$ cat config.mk
export PLATFORM = sky130hd
export DESIGN_NAME = mem_stage_hs
export DESIGN_NICKNAME = d
export VERILOG_FILES = /design/src/rtl/mem_stage_hs.sv
export SDC_FILE = /design/constraint.sdc
export NUM_CORES = 1
export LEC_CHECK = 0
export CAP_MARGIN = 15
export CORE_MARGIN = 2
export CORE_UTILIZATION = 47
export CTS_CLUSTER_DIAMETER = 120
export DETAILED_ROUTE_END_ITERATION = 16
export PLACE_DENSITY = 0.84
export SKIP_LAST_GASP = 1
export SLEW_MARGIN = 20
export SYNTH_ARGS = -nofsm -noshare
export SYNTH_HDL_FRONTEND = slang
export SYNTH_SLANG_ARGS = --single-unit
$ cat constraint.sdc
create_clock -name clk -period 5.2 [get_ports clk]
set_input_delay 1.04 -clock clk [delete_from_list [all_inputs] [get_ports clk]]
set_output_delay 1.04 -clock clk [all_outputs]
set_load 0.05 [all_outputs]
$ cat src/rtl/mem_stage_hs.sv
// rtl/mem_stage_hs.sv - EXE-to-WB memory stage with a valid/ready data-memory handshake
module mem_stage_hs #(
  parameter int XLEN    = 32,
  parameter int TIMEOUT = 255,
  parameter int CNT_W   = 8
) (
  input  logic              clk,
  input  logic              rst,
  input  logic              ex_valid,
  output logic              ex_ready,
  input  logic              ex_memread,
  input  logic              ex_memwrite,
  input  logic              ex_memtoreg,
  input  logic              ex_regwrite,
  input  logic              ex_rdsrc,
  input  logic [XLEN-1:0]   ex_aluout,
  input  logic [XLEN-1:0]   ex_pctoreg,
  input  logic [XLEN-1:0]   ex_rs2data,
  input  logic [4:0]        ex_rdaddr,
  input  logic [2:0]        ex_funct3,
  output logic [XLEN-1:0]   fwd_rddata,
  output logic              stall,
  output logic              wb_valid,
  output logic [XLEN-1:0]   wb_rddata,
  output logic [XLEN-1:0]   wb_dout,
  output logic [4:0]        wb_rdaddr,
  output logic              wb_memtoreg,
  output logic              wb_regwrite,
  output logic              exc_misalign,
  output logic              exc_buserr,
  output logic              dm_req,
  output logic              dm_we,
  output logic [XLEN-1:0]   dm_addr,
  output logic [XLEN/8-1:0] dm_wstrb,
  output logic [XLEN-1:0]   dm_wdata,
  input  logic              dm_gnt,
  input  logic              dm_rvalid,
  input  logic              dm_err,
  input  logic [XLEN-1:0]   dm_rdata
);
  localparam int SW = XLEN / 8;
  localparam int OW = $clog2(SW);

  typedef enum logic [1:0] {IDLE, REQ, RSP} state_t;

  state_t            state_q, state_d;
  logic [CNT_W-1:0]  cnt_q, cnt_d;
  logic [OW-1:0]     lane_q, lane_d;
  logic [2:0]        funct3_q, funct3_d;
  logic              load_q, load_d;
  logic [XLEN-1:0]   rddata_q, rddata_d;
  logic [4:0]        rdaddr_q, rdaddr_d;
  logic              memtoreg_q, memtoreg_d, regwrite_q, regwrite_d;
  logic              wb_valid_q, wb_valid_d, wb_memtoreg_q, wb_memtoreg_d;
  logic              wb_regwrite_q, wb_regwrite_d;
  logic [XLEN-1:0]   wb_rddata_q, wb_rddata_d, wb_dout_q, wb_dout_d;
  logic [4:0]        wb_rdaddr_q, wb_rdaddr_d;
  logic              exc_misalign_q, exc_misalign_d, exc_buserr_q, exc_buserr_d;
  logic              dm_req_q, dm_req_d, dm_we_q, dm_we_d;
  logic [XLEN-1:0]   dm_addr_q, dm_addr_d, dm_wdata_q, dm_wdata_d;
  logic [SW-1:0]     dm_wstrb_q, dm_wstrb_d;

  logic [OW-1:0]     lane, amask;
  logic [SW-1:0]     strb_base, strb;
  logic [XLEN-1:0]   wshift, wdata, rshift, ldata;
  logic              illegal, misalign, timed_out;

  assign fwd_rddata = ex_rdsrc ? ex_pctoreg : ex_aluout;
  assign ex_ready   = (state_q == IDLE);
  assign stall      = (state_q != IDLE);
  assign lane       = ex_aluout[OW-1:0];
  assign timed_out  = (cnt_q >= CNT_W'(TIMEOUT - 1));

  // Access decode: legality, alignment, store lanes and data placement
  always_comb begin
    illegal = (XLEN == 32) ? (ex_funct3 == 3'b011 || ex_funct3[2:1] == 2'b11)
                           : (ex_funct3 == 3'b111);
    case (ex_funct3[1:0])
      2'd0:    begin amask = '0;       strb_base = SW'(1);  end
      2'd1:    begin amask = OW'(1);   strb_base = SW'(3);  end
      2'd2:    begin amask = OW'(3);   strb_base = SW'(15); end
      default: begin amask = OW'(7);   strb_base = '1;      end
    endcase
    misalign = |(lane & amask);
    strb     = strb_base << lane;
    wshift   = ex_rs2data << {lane, 3'b000};
    wdata    = '0;
    for (int i = 0; i < SW; i++) begin
      if (strb[i]) wdata[8*i +: 8] = wshift[8*i +: 8];
    end
  end

  always_comb begin
    rshift = dm_rdata >> {lane_q, 3'b000};
    case (funct3_q)
      3'b000:  ldata = XLEN'($signed(rshift[7:0]));
      3'b001:  ldata = XLEN'($signed(rshift[15:0]));
      3'b010:  ldata = XLEN'($signed(rshift[31:0]));
      3'b100:  ldata = XLEN'(rshift[7:0]);
      3'b101:  ldata = XLEN'(rshift[15:0]);
      3'b110:  ldata = XLEN'(rshift[31:0]);
      default: ldata = rshift;
    endcase
  end

  always_comb begin
    state_d        = state_q;
    cnt_d          = cnt_q;
    lane_d         = lane_q;
    funct3_d       = funct3_q;
    load_d         = load_q;
    rddata_d       = rddata_q;
    rdaddr_d       = rdaddr_q;
    memtoreg_d     = memtoreg_q;
    regwrite_d     = regwrite_q;
    wb_valid_d     = 1'b0;
    wb_rddata_d    = wb_rddata_q;
    wb_dout_d      = wb_dout_q;
    wb_rdaddr_d    = wb_rdaddr_q;
    wb_memtoreg_d  = wb_memtoreg_q;
    wb_regwrite_d  = wb_regwrite_q;
    exc_misalign_d = 1'b0;
    exc_buserr_d   = 1'b0;
    dm_req_d       = dm_req_q;
    dm_we_d        = dm_we_q;
    dm_addr_d      = dm_addr_q;
    dm_wstrb_d     = dm_wstrb_q;
    dm_wdata_d     = dm_wdata_q;
    case (state_q)
      IDLE: if (ex_valid) begin
        cnt_d = '0;
        if (!(ex_memread || ex_memwrite) || illegal || misalign) begin
          wb_valid_d     = 1'b1;
          wb_rddata_d    = fwd_rddata;
          wb_rdaddr_d    = ex_rdaddr;
          wb_memtoreg_d  = ex_memtoreg;
          wb_regwrite_d  = ex_regwrite;
          if (ex_memread || ex_memwrite) begin
            wb_regwrite_d  = 1'b0;
            exc_buserr_d   = illegal;
            exc_misalign_d = !illegal;
          end
        end else begin
          state_d    = REQ;
          lane_d     = lane;
          funct3_d   = ex_funct3;
          load_d     = ex_memread && !ex_memwrite;
          rddata_d   = fwd_rddata;
          rdaddr_d   = ex_rdaddr;
          memtoreg_d = ex_memtoreg;
          regwrite_d = ex_regwrite;
          dm_req_d   = 1'b1;
          dm_we_d    = ex_memwrite;
          dm_addr_d  = {ex_aluout[XLEN-1:OW], OW'(0)};
          dm_wstrb_d = ex_memwrite ? strb : '0;
          dm_wdata_d = ex_memwrite ? wdata : '0;
        end
      end
      REQ: begin
        cnt_d = cnt_q + CNT_W'(1);
        if (!timed_out && dm_gnt) begin
          state_d  = RSP;
          dm_req_d = 1'b0;
        end
      end
      default: cnt_d = cnt_q + CNT_W'(1);
    endcase
    // A response arriving on the timeout edge still completes normally
    if ((state_q == RSP && dm_rvalid) || (state_q != IDLE && timed_out)) begin
      state_d       = IDLE;
      dm_req_d      = 1'b0;
      wb_valid_d    = 1'b1;
      wb_rddata_d   = rddata_q;
      wb_rdaddr_d   = rdaddr_q;
      wb_memtoreg_d = memtoreg_q;
      if (state_q == RSP && dm_rvalid) begin
        wb_regwrite_d = regwrite_q && !dm_err;
        exc_buserr_d  = dm_err;
        if (load_q && !dm_err) wb_dout_d = ldata;
      end else begin
        wb_regwrite_d = 1'b0;
        exc_buserr_d  = 1'b1;
      end
    end
  end

  always_ff @(posedge clk) begin
    if (!rst) begin
      state_q <= IDLE;          cnt_q <= '0;          lane_q <= '0;
      funct3_q <= '0;           load_q <= 1'b0;       rddata_q <= '0;
      rdaddr_q <= '0;           memtoreg_q <= 1'b0;   regwrite_q <= 1'b0;
      wb_valid_q <= 1'b0;       wb_rddata_q <= '0;    wb_dout_q <= '0;
      wb_rdaddr_q <= '0;        wb_memtoreg_q <= 1'b0; wb_regwrite_q <= 1'b0;
      exc_misalign_q <= 1'b0;   exc_buserr_q <= 1'b0;
      dm_req_q <= 1'b0;         dm_we_q <= 1'b0;      dm_addr_q <= '0;
      dm_wstrb_q <= '0;         dm_wdata_q <= '0;
    end else begin
      state_q <= state_d;       cnt_q <= cnt_d;       lane_q <= lane_d;
      funct3_q <= funct3_d;     load_q <= load_d;     rddata_q <= rddata_d;
      rdaddr_q <= rdaddr_d;     memtoreg_q <= memtoreg_d; regwrite_q <= regwrite_d;
      wb_valid_q <= wb_valid_d; wb_rddata_q <= wb_rddata_d; wb_dout_q <= wb_dout_d;
      wb_rdaddr_q <= wb_rdaddr_d; wb_memtoreg_q <= wb_memtoreg_d; wb_regwrite_q <= wb_regwrite_d;
      exc_misalign_q <= exc_misalign_d; exc_buserr_q <= exc_buserr_d;
      dm_req_q <= dm_req_d;     dm_we_q <= dm_we_d;   dm_addr_q <= dm_addr_d;
      dm_wstrb_q <= dm_wstrb_d; dm_wdata_q <= dm_wdata_d;
    end
  end

  assign wb_valid     = wb_valid_q;
  assign wb_rddata    = wb_rddata_q;
  assign wb_dout      = wb_dout_q;
  assign wb_rdaddr    = wb_rdaddr_q;
  assign wb_memtoreg  = wb_memtoreg_q;
  assign wb_regwrite  = wb_regwrite_q;
  assign exc_misalign = exc_misalign_q;
  assign exc_buserr   = exc_buserr_q;
  assign dm_req       = dm_req_q;
  assign dm_we        = dm_we_q;
  assign dm_addr      = dm_addr_q;
  assign dm_wstrb     = dm_wstrb_q;
  assign dm_wdata     = dm_wdata_q;
endmodule

==> reports/results.ini, run 1 <==
[placed_design]
dp.final_hpwl_um=19800
routabilityCongestion=0.851
numPortBuffers=322

[routing]
totalWireLength_um=27600
drc=0
drt_iter0_drc=377
firstDrtPassIters=5
route.vias.total=8262
routedWlPerCell_um=18.4
routed_via_density=5.49
drt.antenna.violating_nets=0

[sta]
finalSetupTns_ns=0
period_needed_ns=4.11
rsz0062_at_grt=false
finalMaxSlewViolations=0
skew_ns=0.0195
fin_crit_sh_pct=79.0
hold_viol=0
fmax_mhz=244
worst_pin_slew_ns=1.07
slew_headroom_pct=28.9
setup_violations=0

[die]
row_count=50
die_area_um2=20000
ioPinCount=325
die_w_um=141
die_h_um=141
start_util_pct=47.6
fp.coreArea_um2=18600

[cells_and_area]
n_antenna_cell=0
fin_nets=1407
area_delta_synth_final_pct=43.3
drive_above_1_share_pct=7.95
final.fill_count=1512
utilization_pct=68.3

[synth]
avgSynthCellArea_um2=8.97
yosys_warnings=0
synth_edf_count=0
synthCells=990
async_flop_share_pct=0
ys_seq_area_share_pct=44.2
yosys_register_bits=196
yosysUniqueCellTypes=56
syn-cell-area_um2=8880
yosys_most_used_dff=dfxtp_1

[worst_setup_path]
crit_cells=4
cp-end-kind=output port
cpMostUsedCell=clkdlybuf4s50_1
critPathArrivalTime_ns=3.07
path_cells=clkdlybuf4s50_1 -> buf_4 -> mux2_2 -> clkdlybuf4s50_1
slowest_delay_ns=0.73
r2r_cells=6
ff2ff_setup_slack_ns=2.34
crit_family=buffers and inverters
crit_fanout=32
cp.buffers_inverters=3
cp-startpoint=ex_rdsrc
required_ns=4.16
crit_slowest_cell=clkdlybuf4s50_1
rr_endpoint=dm_addr[4]
crit_type=in2out
worstReg2RegStart=state_q[0]
critPathLaunchType=input port

[cts]
insertion_delay_ns=0.43
cts_tree=built
cts.clk_slew.worst_paths_ns=0.07
numCtsBuffers=17
postCtsSetupRepairBufs=0
cts_resized=0
cts_sinks=196
htree_num_levels=4
hold_buffers=0
cts-root-buf=clkbuf_16
cts_max_path_buffers=2

[hold_path]
holdPathStages=2
whs_endpoint=dm_wstrb[0]
worst_hold_path_type=reg2reg
min_from=dm_wstrb[0]

[power]
power_mw=3.76
power_density_nw_per_um2=296
ir_drop_mv=0.221
leakage_nw=4.60

[run_status]
outcome=finished, final reports clean

[global_routing]
grt_start_max_net_pins=93
grt_pass1_vias=8009
grt_pass1_wl_um=42400
grt_use_total_pct=26.7
antenna_found_initial=0
grt_overflow=0

[job]
drv_cap=0

state kept, by name (all words and copies together) (netlist names):
name,count
wb_rdaddr,5
dm_wstrb,4
state_q,2
cnt_q,8
dm_wdata,32
wb_regwrite,1
wb_valid,1
rdaddr_q,5
memtoreg_q,1
exc_misalign,1
regwrite_q,1
funct3_q,3
wb_dout,32
wb_rddata,32
wb_memtoreg,1
exc_buserr,1
dm_addr,30
rddata_q,32
dm_we,1
lane_q,2
load_q,1
kinds of logic (layout without fill, tap and decap cells):
logic type	Yosys count	in the layout	share of synthesized area [%]
mux	128	128	15.2
buf+inv	98	378	4.78
other cells	1	2	0.0422
compound gates	258	258	19.9
fa+ha+maj	2	2	0.282
xor+xnor	3	3	0.296
simple gates	304	304	15.4
flops	196	196	44.2
cells in the final DEF, fill, tap and decap left out, types with 2 or more instances in the layout:
cell type          n
clkdlybuf4s50_1  320
dfxtp_1          196
nand2_1          151
mux2i_1           84
nor2_1            83
a21oi_1           55
a21boi_0          47
mux2_2            43
o21ai_0           36
nor3b_1           32
o22ai_1           32
o2bb2ai_1         31
clkbuf_16         17
inv_1             12
buf_4             12
a21boi_1          11
o211ai_1          11
a22o_1             8
nor2b_1            8
nor3_1             6
o31ai_1            6
inv_8              5
or3_1              4
o21a_1             4
and2_1             4
or2_2              3
clkinv_4           3
clkinv_8           3
nand3_2            2
nand2b_1           2
o31a_1             2
nand4_1            2
o2111ai_1          2
xor2_1             2
o211a_1            2
ha_1               2
conb_1             2
inv_6              2
cells in the mapped netlist (all sizes together) (2+ instances only):
cell type    n  share of area, %
a21boi      58               4.9
a21oi       55               3.1
a22o         8              0.79
and2         5              0.38
buf         29               1.9
clkbuf      57               2.4
dfxtp      196                44
ha           2              0.28
inv         12              0.51
mux2        43               5.5
mux2i       84               9.5
nand2      151               6.4
nand2b       2              0.14
nand3        3              0.28
nand4        2              0.14
nor2        83               3.5
nor2b        8              0.56
nor3         6              0.34
nor3b       32               2.7
o2111ai      2              0.20
o211a        2              0.23
o211ai      11              0.93
o21a         4              0.34
o21ai       37               2.1
o22ai       32               2.3
o2bb2ai     31               3.1
o31a         2              0.20
o31ai        6              0.51
or2          3              0.21
or3          4              0.28
xor2         2              0.20
through the flow:
step	hold slack (ns)	cells	setup slack, ns	instance area (µm²)
floorplan	0.439	991	2.10	8890
global placement	0.440	1473	1.14	12100
detailed placement	0.445	1473	1.10	12100
CTS	0.456	1505	1.10	12700
global route	0.478	1505	1.04	12700
finish	0.454	1505	1.09	12700
report_power, final:
part / internal (mW) / leakage, nW / switching (mW)
combinational: 0.347 / 2.72 / 0.514
sequential: 1.57 / 1.59 / 0.0406
clock: 0.646 / 0.286 / 0.646
worst register-to-register path, delay by kind of cell, from the launching register on:
family / cells / cell delay [ns]
simple gates: 2 / 0.72
compound gates: 2 / 1.01
buf+inv: 2 / 0.64
flops: 1 / 0.41
layer usage:
metal | vias up | part of all wire (%) | global-route usage, %
li1 | 4015 | - | -
met4 | 0 | 2.8 | 9.58
met5 | - | 0 | 0
met2 | 296 | 49 | 45.8
met1 | 3904 | 41 | 32.6
met3 | 47 | 7.0 | 6.61
how the worst max path moves through the flow:
stage	endpoint	slack (ns)
floorplan	fwd_rddata[0]	2.10
global placement	fwd_rddata[25]	1.14
detailed placement	fwd_rddata[25]	1.10
CTS	fwd_rddata[25]	1.10
global route	fwd_rddata[7]	1.04
finish	fwd_rddata[25]	1.09
final cells by class:
class	count	area [µm²]	share of cell area, %
clock buffer	17	425	3.34
sequential	196	3920	30.8
timing repair buffer	334	3320	26.1
tap	234	293	2.30
multi-input combinational	697	4560	35.8
clock inverter	15	161	1.27
inverter	12	45.0	0.354
(Power assumes the default switching activity.)
==> run 2: changes to the inputs <==
--- a/config.mk
+++ b/config.mk
@@ -7,10 +7,10 @@
 export LEC_CHECK = 0
 export CAP_MARGIN = 15
 export CORE_MARGIN = 2
-export CORE_UTILIZATION = 47
+export CORE_UTILIZATION = 41
 export CTS_CLUSTER_DIAMETER = 120
 export DETAILED_ROUTE_END_ITERATION = 16
-export PLACE_DENSITY = 0.84
+export PLACE_DENSITY = 0.78
 export SKIP_LAST_GASP = 1
 export SLEW_MARGIN = 20
 export SYNTH_ARGS = -nofsm -noshare
==> constraint.sdc (replaced) <==
create_clock -name clk -period 3.6 [get_ports clk]
set_input_delay 0.72 -clock clk [delete_from_list [all_inputs] [get_ports clk]]
set_output_delay 0.72 -clock clk [all_outputs]
set_load 0.05 [all_outputs]
==> reports/results.ini, run 2 (synthesis gave the netlist of run 1 again) <==
[routing]
routedWlPerCell_um=18.3
route.vias.total=8323
drt.antenna.violating_nets=0
firstDrtPassIters=5
drc=0
routed_via_density=5.36
totalWireLength_um=28400
drt_iter0_drc=416

[placed_design]
place_inst=1522
place_area_um2=12600
pre_cts_ws_ns=0.383
routabilityCongestion=0.839
numPortBuffers=322
dp.final_hpwl_um=20600

[worst_setup_path]
slowest_delay_ns=0.47
crit_fanout=32
cp.buffers_inverters=3
path_cells=clkdlybuf4s50_1 -> buf_4 -> mux2_2 -> buf_12
critPathArrivalTime_ns=2.24
critPathLaunchType=input port
crit_family=buffers and inverters
crit_slowest_cell=mux2_2
cp-end-kind=output port
crit_type=in2out
ff2ff_setup_slack_ns=1.15
required_ns=2.88

[cts]
cts_resized=0
htree_num_levels=4
cts_tree=built
numCtsBuffers=17
hold_buffers=0
cts_sinks=196
postCtsSetupRepairBufs=0
cts_max_path_buffers=2
cts.clk_slew.worst_paths_ns=0.07
cts-root-buf=clkbuf_16
insertion_delay_ns=0.43

[power]
leakage_nw=4.81
ir_drop_mv=0.280
power_density_nw_per_um2=422
power_mw=5.56

[sta]
finalMaxSlewViolations=0
skew_ns=0.0134
worst_slack_ns=0.636
holdWs_ns=0.454
fin_crit_sh_pct=82.3
worst_pin_slew_ns=0.875
period_needed_ns=2.96
rsz0062_at_grt=false
setup_violations=0
finalSetupTns_ns=0
fmax_mhz=337
slew_headroom_pct=41.7
hold_viol=0

[cells_and_area]
n_antenna_cell=0
stdcell_area_um2=13200
fin_cells=1554
utilization_pct=62.4
fin_nets=1415
area_delta_synth_final_pct=48.5
drive_above_1_share_pct=11.0
final_cell_mix=clkdlybuf4s50_1, dfxtp_1, nand2_1
final_common_cell=clkdlybuf4s50_1

[die]
die_w_um=151
fp.coreArea_um2=21200
die_h_um=151
ioPinCount=325
die_area_um2=22900
start_util_pct=42.0
row_count=53

[job]
drv_cap=0

[global_routing]
grt_start_max_net_pins=67
grt_pass1_vias=8115
antenna_found_initial=0
grt_pass1_wl_um=42900
grt_use_total_pct=24.0
grt_overflow=0

[hold_path]
worst_hold_path_type=reg2reg

[run_status]
outcome=finished, final reports clean

run 2: cell count changes in the layout (fill, tap and decap cells not counted), sizes merged:
cell and delta:
buf +40, clkdlybuf4s50 -32, clkinv -6, clkinvlp +4, clkbuf +2, bufinv +1
inv -1
run 2: layer usage:
layer / global-route usage, % / share of wire [%] / vias up / wire [µm]
li1: - / - / 4025 / -
met4: 6.64 / 1.4 / 0 / 409
met5: 0 / 0 / - / 0
met2: 41.4 / 50 / 301 / 14200
met3: 5.66 / 7.4 / 24 / 2100
met1: 30.1 / 41 / 3973 / 11700
run 2: worst paths after layout:
path | depth (start not counted) | startpoint | end
worst max register to register | 4 | state_q[0] | dm_wdata[2]
worst min-delay path | 2 | dm_addr[25] | dm_addr[25]
worst min register to register | 2 | dm_addr[25] | dm_addr[25]
worst max-delay path | 4 | ex_rdsrc | fwd_rddata[2]
run 2: power by group:
part           internal, mW  switching [mW]
combinational         0.571           0.765
sequential             2.26          0.0571
clock                  1.02           0.887
run 2: area by class of cell:
class / count / area, µm²
Clock buffer: 19 / 453
Timing Repair Buffer: 342 / 3720
Fill cell: 1777 / 7960
Inverter: 12 / 45.0
Tap cell: 275 / 344
Multi-Input combinational cell: 697 / 4560
Clock inverter: 13 / 139
Sequential cell: 196 / 3920
run 2: worst register-to-register path, cell delays in order, from the launching register on:
cell and delay, ns:
dfxtp_1 0.41, or3b_1 0.60, a2111o_2 0.71, and2_4 0.35
a22o_1 0.28
==> run 3: changes to the inputs <==
==> constraint.sdc (replaced) <==
create_clock -name clk -period 2.57 [get_ports clk]
set_input_delay 0.514 -clock clk [delete_from_list [all_inputs] [get_ports clk]]
set_output_delay 0.514 -clock clk [all_outputs]
set_load 0.05 [all_outputs]
==> reports/results.ini, run 3 (synthesis gave the netlist of run 1 again) <==
[cells_and_area]
fin_cells=1570
final.fill_count=1768
final_common_cell=clkdlybuf4s50_1
area_delta_synth_final_pct=50.9
n_antenna_cell=0
fin_nets=1431
utilization_pct=63.4
stdcell_area_um2=13400
drive_above_1_share_pct=12.2
final_cell_mix=clkdlybuf4s50_1, dfxtp_1, nand2_1

[die]
die_area_um2=22900
die_h_um=151
start_util_pct=42.0
fp.coreArea_um2=21200
ioPinCount=325
row_count=53
die_w_um=151

[cts]
cts.clk_slew.worst_paths_ns=0.07
cts_resized=0
postCtsSetupRepairBufs=0
cts-root-buf=clkbuf_16
cts_max_path_buffers=2
cts_tree=built
hold_buffers=0
numCtsBuffers=17
insertion_delay_ns=0.43
cts_sinks=196
htree_num_levels=4

[routing]
route.vias.total=8398
routedWlPerCell_um=18.1
drt.antenna.violating_nets=0
firstDrtPassIters=5
drt_iter0_drc=387
drc=0
routed_via_density=5.35
totalWireLength_um=28400

[placed_design]
numPortBuffers=322
place_inst=1538
dp.final_hpwl_um=20700
routabilityCongestion=0.876
place_area_um2=12800

[global_routing]
grt_pass1_wl_um=43200
grt_use_total_pct=24.0
grt_overflow=0
antenna_found_initial=0
grt_start_max_net_pins=62
grt_pass1_vias=8136

[power]
leakage_nw=4.94
seqPwrFrac_pct=41.8
p_sw_share_pct=31.7
internal-power_mw=5.30
power_density_nw_per_um2=579
p_sw_mw=2.46
ir_drop_mv=0.438
combPwrFrac_pct=24.7
pwr-share-clk_pct=33.5

[job]
drv_cap=0

[worst_setup_path]
required_ns=2.06
critPathLaunchType=input port
crit_type=in2out
cp-end-kind=output port
critPathArrivalTime_ns=1.87
crit_fanout=32

[sta]
finalMaxSlewViolations=0
skew_ns=0.0132
worst_pin_slew_ns=1.00
fmax_mhz=420
rsz0062_at_grt=false
slew_headroom_pct=33.1
hold_viol=0
setup_violations=0
fin_crit_sh_pct=92.6
period_needed_ns=2.38

[run_status]
outcome=finished, final reports clean

[hold_path]
worst_hold_path_type=in2reg

## run 3: cell count changes in the layout (fill, tap and decap cells not counted), moves of 2 or more
cell / before / now
clkdlybuf4s50_1: 288 / 286
inv_6: 2 / 4
clkinvlp_4: 5 / 0
buf_4: 18 / 26
clkbuf_8: 2 / 0
buf_12: 35 / 45
clkinv_4: 1 / 4
## run 3: metal layers
layer  part of all wire (%)  global-route usage [%]  routed length (µm)  up-vias
met1                     41                    29.5               11600     3962
met5                      0                       0                   0        -
met2                     50                    41.3               14100      350
met4                    1.8                    7.99                 508        0
li1                       -                       -                   -     4054
met3                    7.8                    5.72                2210       32
## run 3: path summary, 6_finish.rpt
check,from,endpoint,slack [ns],cells past startpoint
setup reg to reg,cnt_q[0],wb_rddata[23],0.40,8
hold reg to reg,dm_addr[28],dm_addr[28],0.45,2
hold / removal,ex_aluout[0],lane_q[0],0.44,3
setup / recovery,ex_rdsrc,fwd_rddata[2],0.19,4
## run 3: final cells by class
class / count / area (µm²) / area share, %
clock inverters: 14 / 136 / 1.02
flip-flops and latches: 196 / 3920 / 29.3
inverters: 12 / 45.0 / 0.336
well taps: 275 / 344 / 2.57
repair buffers: 358 / 3960 / 29.6
multi-input cells: 697 / 4560 / 34.0
clock buffers: 18 / 429 / 3.20
## run 3: power groups by stage
stage | Combinational, mW | Clock (mW) | Sequential (mW)
finish | 1.92 | 2.60 | 3.25
global route | 2.02 | 2.77 | 3.26
CTS | 1.93 | 2.66 | 3.25
detailed placement | 1.92 | 0 | 3.32
global placement | 1.90 | 0 | 3.31
floorplan | 0.775 | 0 | 3.61
## run 3: worst max-delay path, cell delays in order
cell	delay (ns)
clkdlybuf4s50_1	0.51
buf_12	0.23
mux2_2	0.43
buf_12	0.17
## run 3: through the flow
| step | TNS, ns | power, mW | setup WS (ns) | hold slack (ns) |
|---|---|---|---|---|
| global route | 0 | 8.06 | 0.154 | 0.438 |
| detailed placement | -5.68 | 5.24 | -0.114 | 0.447 |
| global placement | -2.75 | 5.21 | -0.0805 | 0.442 |
| floorplan | 0 | 4.39 | 0.00954 | 0.439 |
| finish | 0 | 7.77 | 0.190 | 0.436 |
| CTS | 0 | 7.83 | 0.186 | 0.409 |
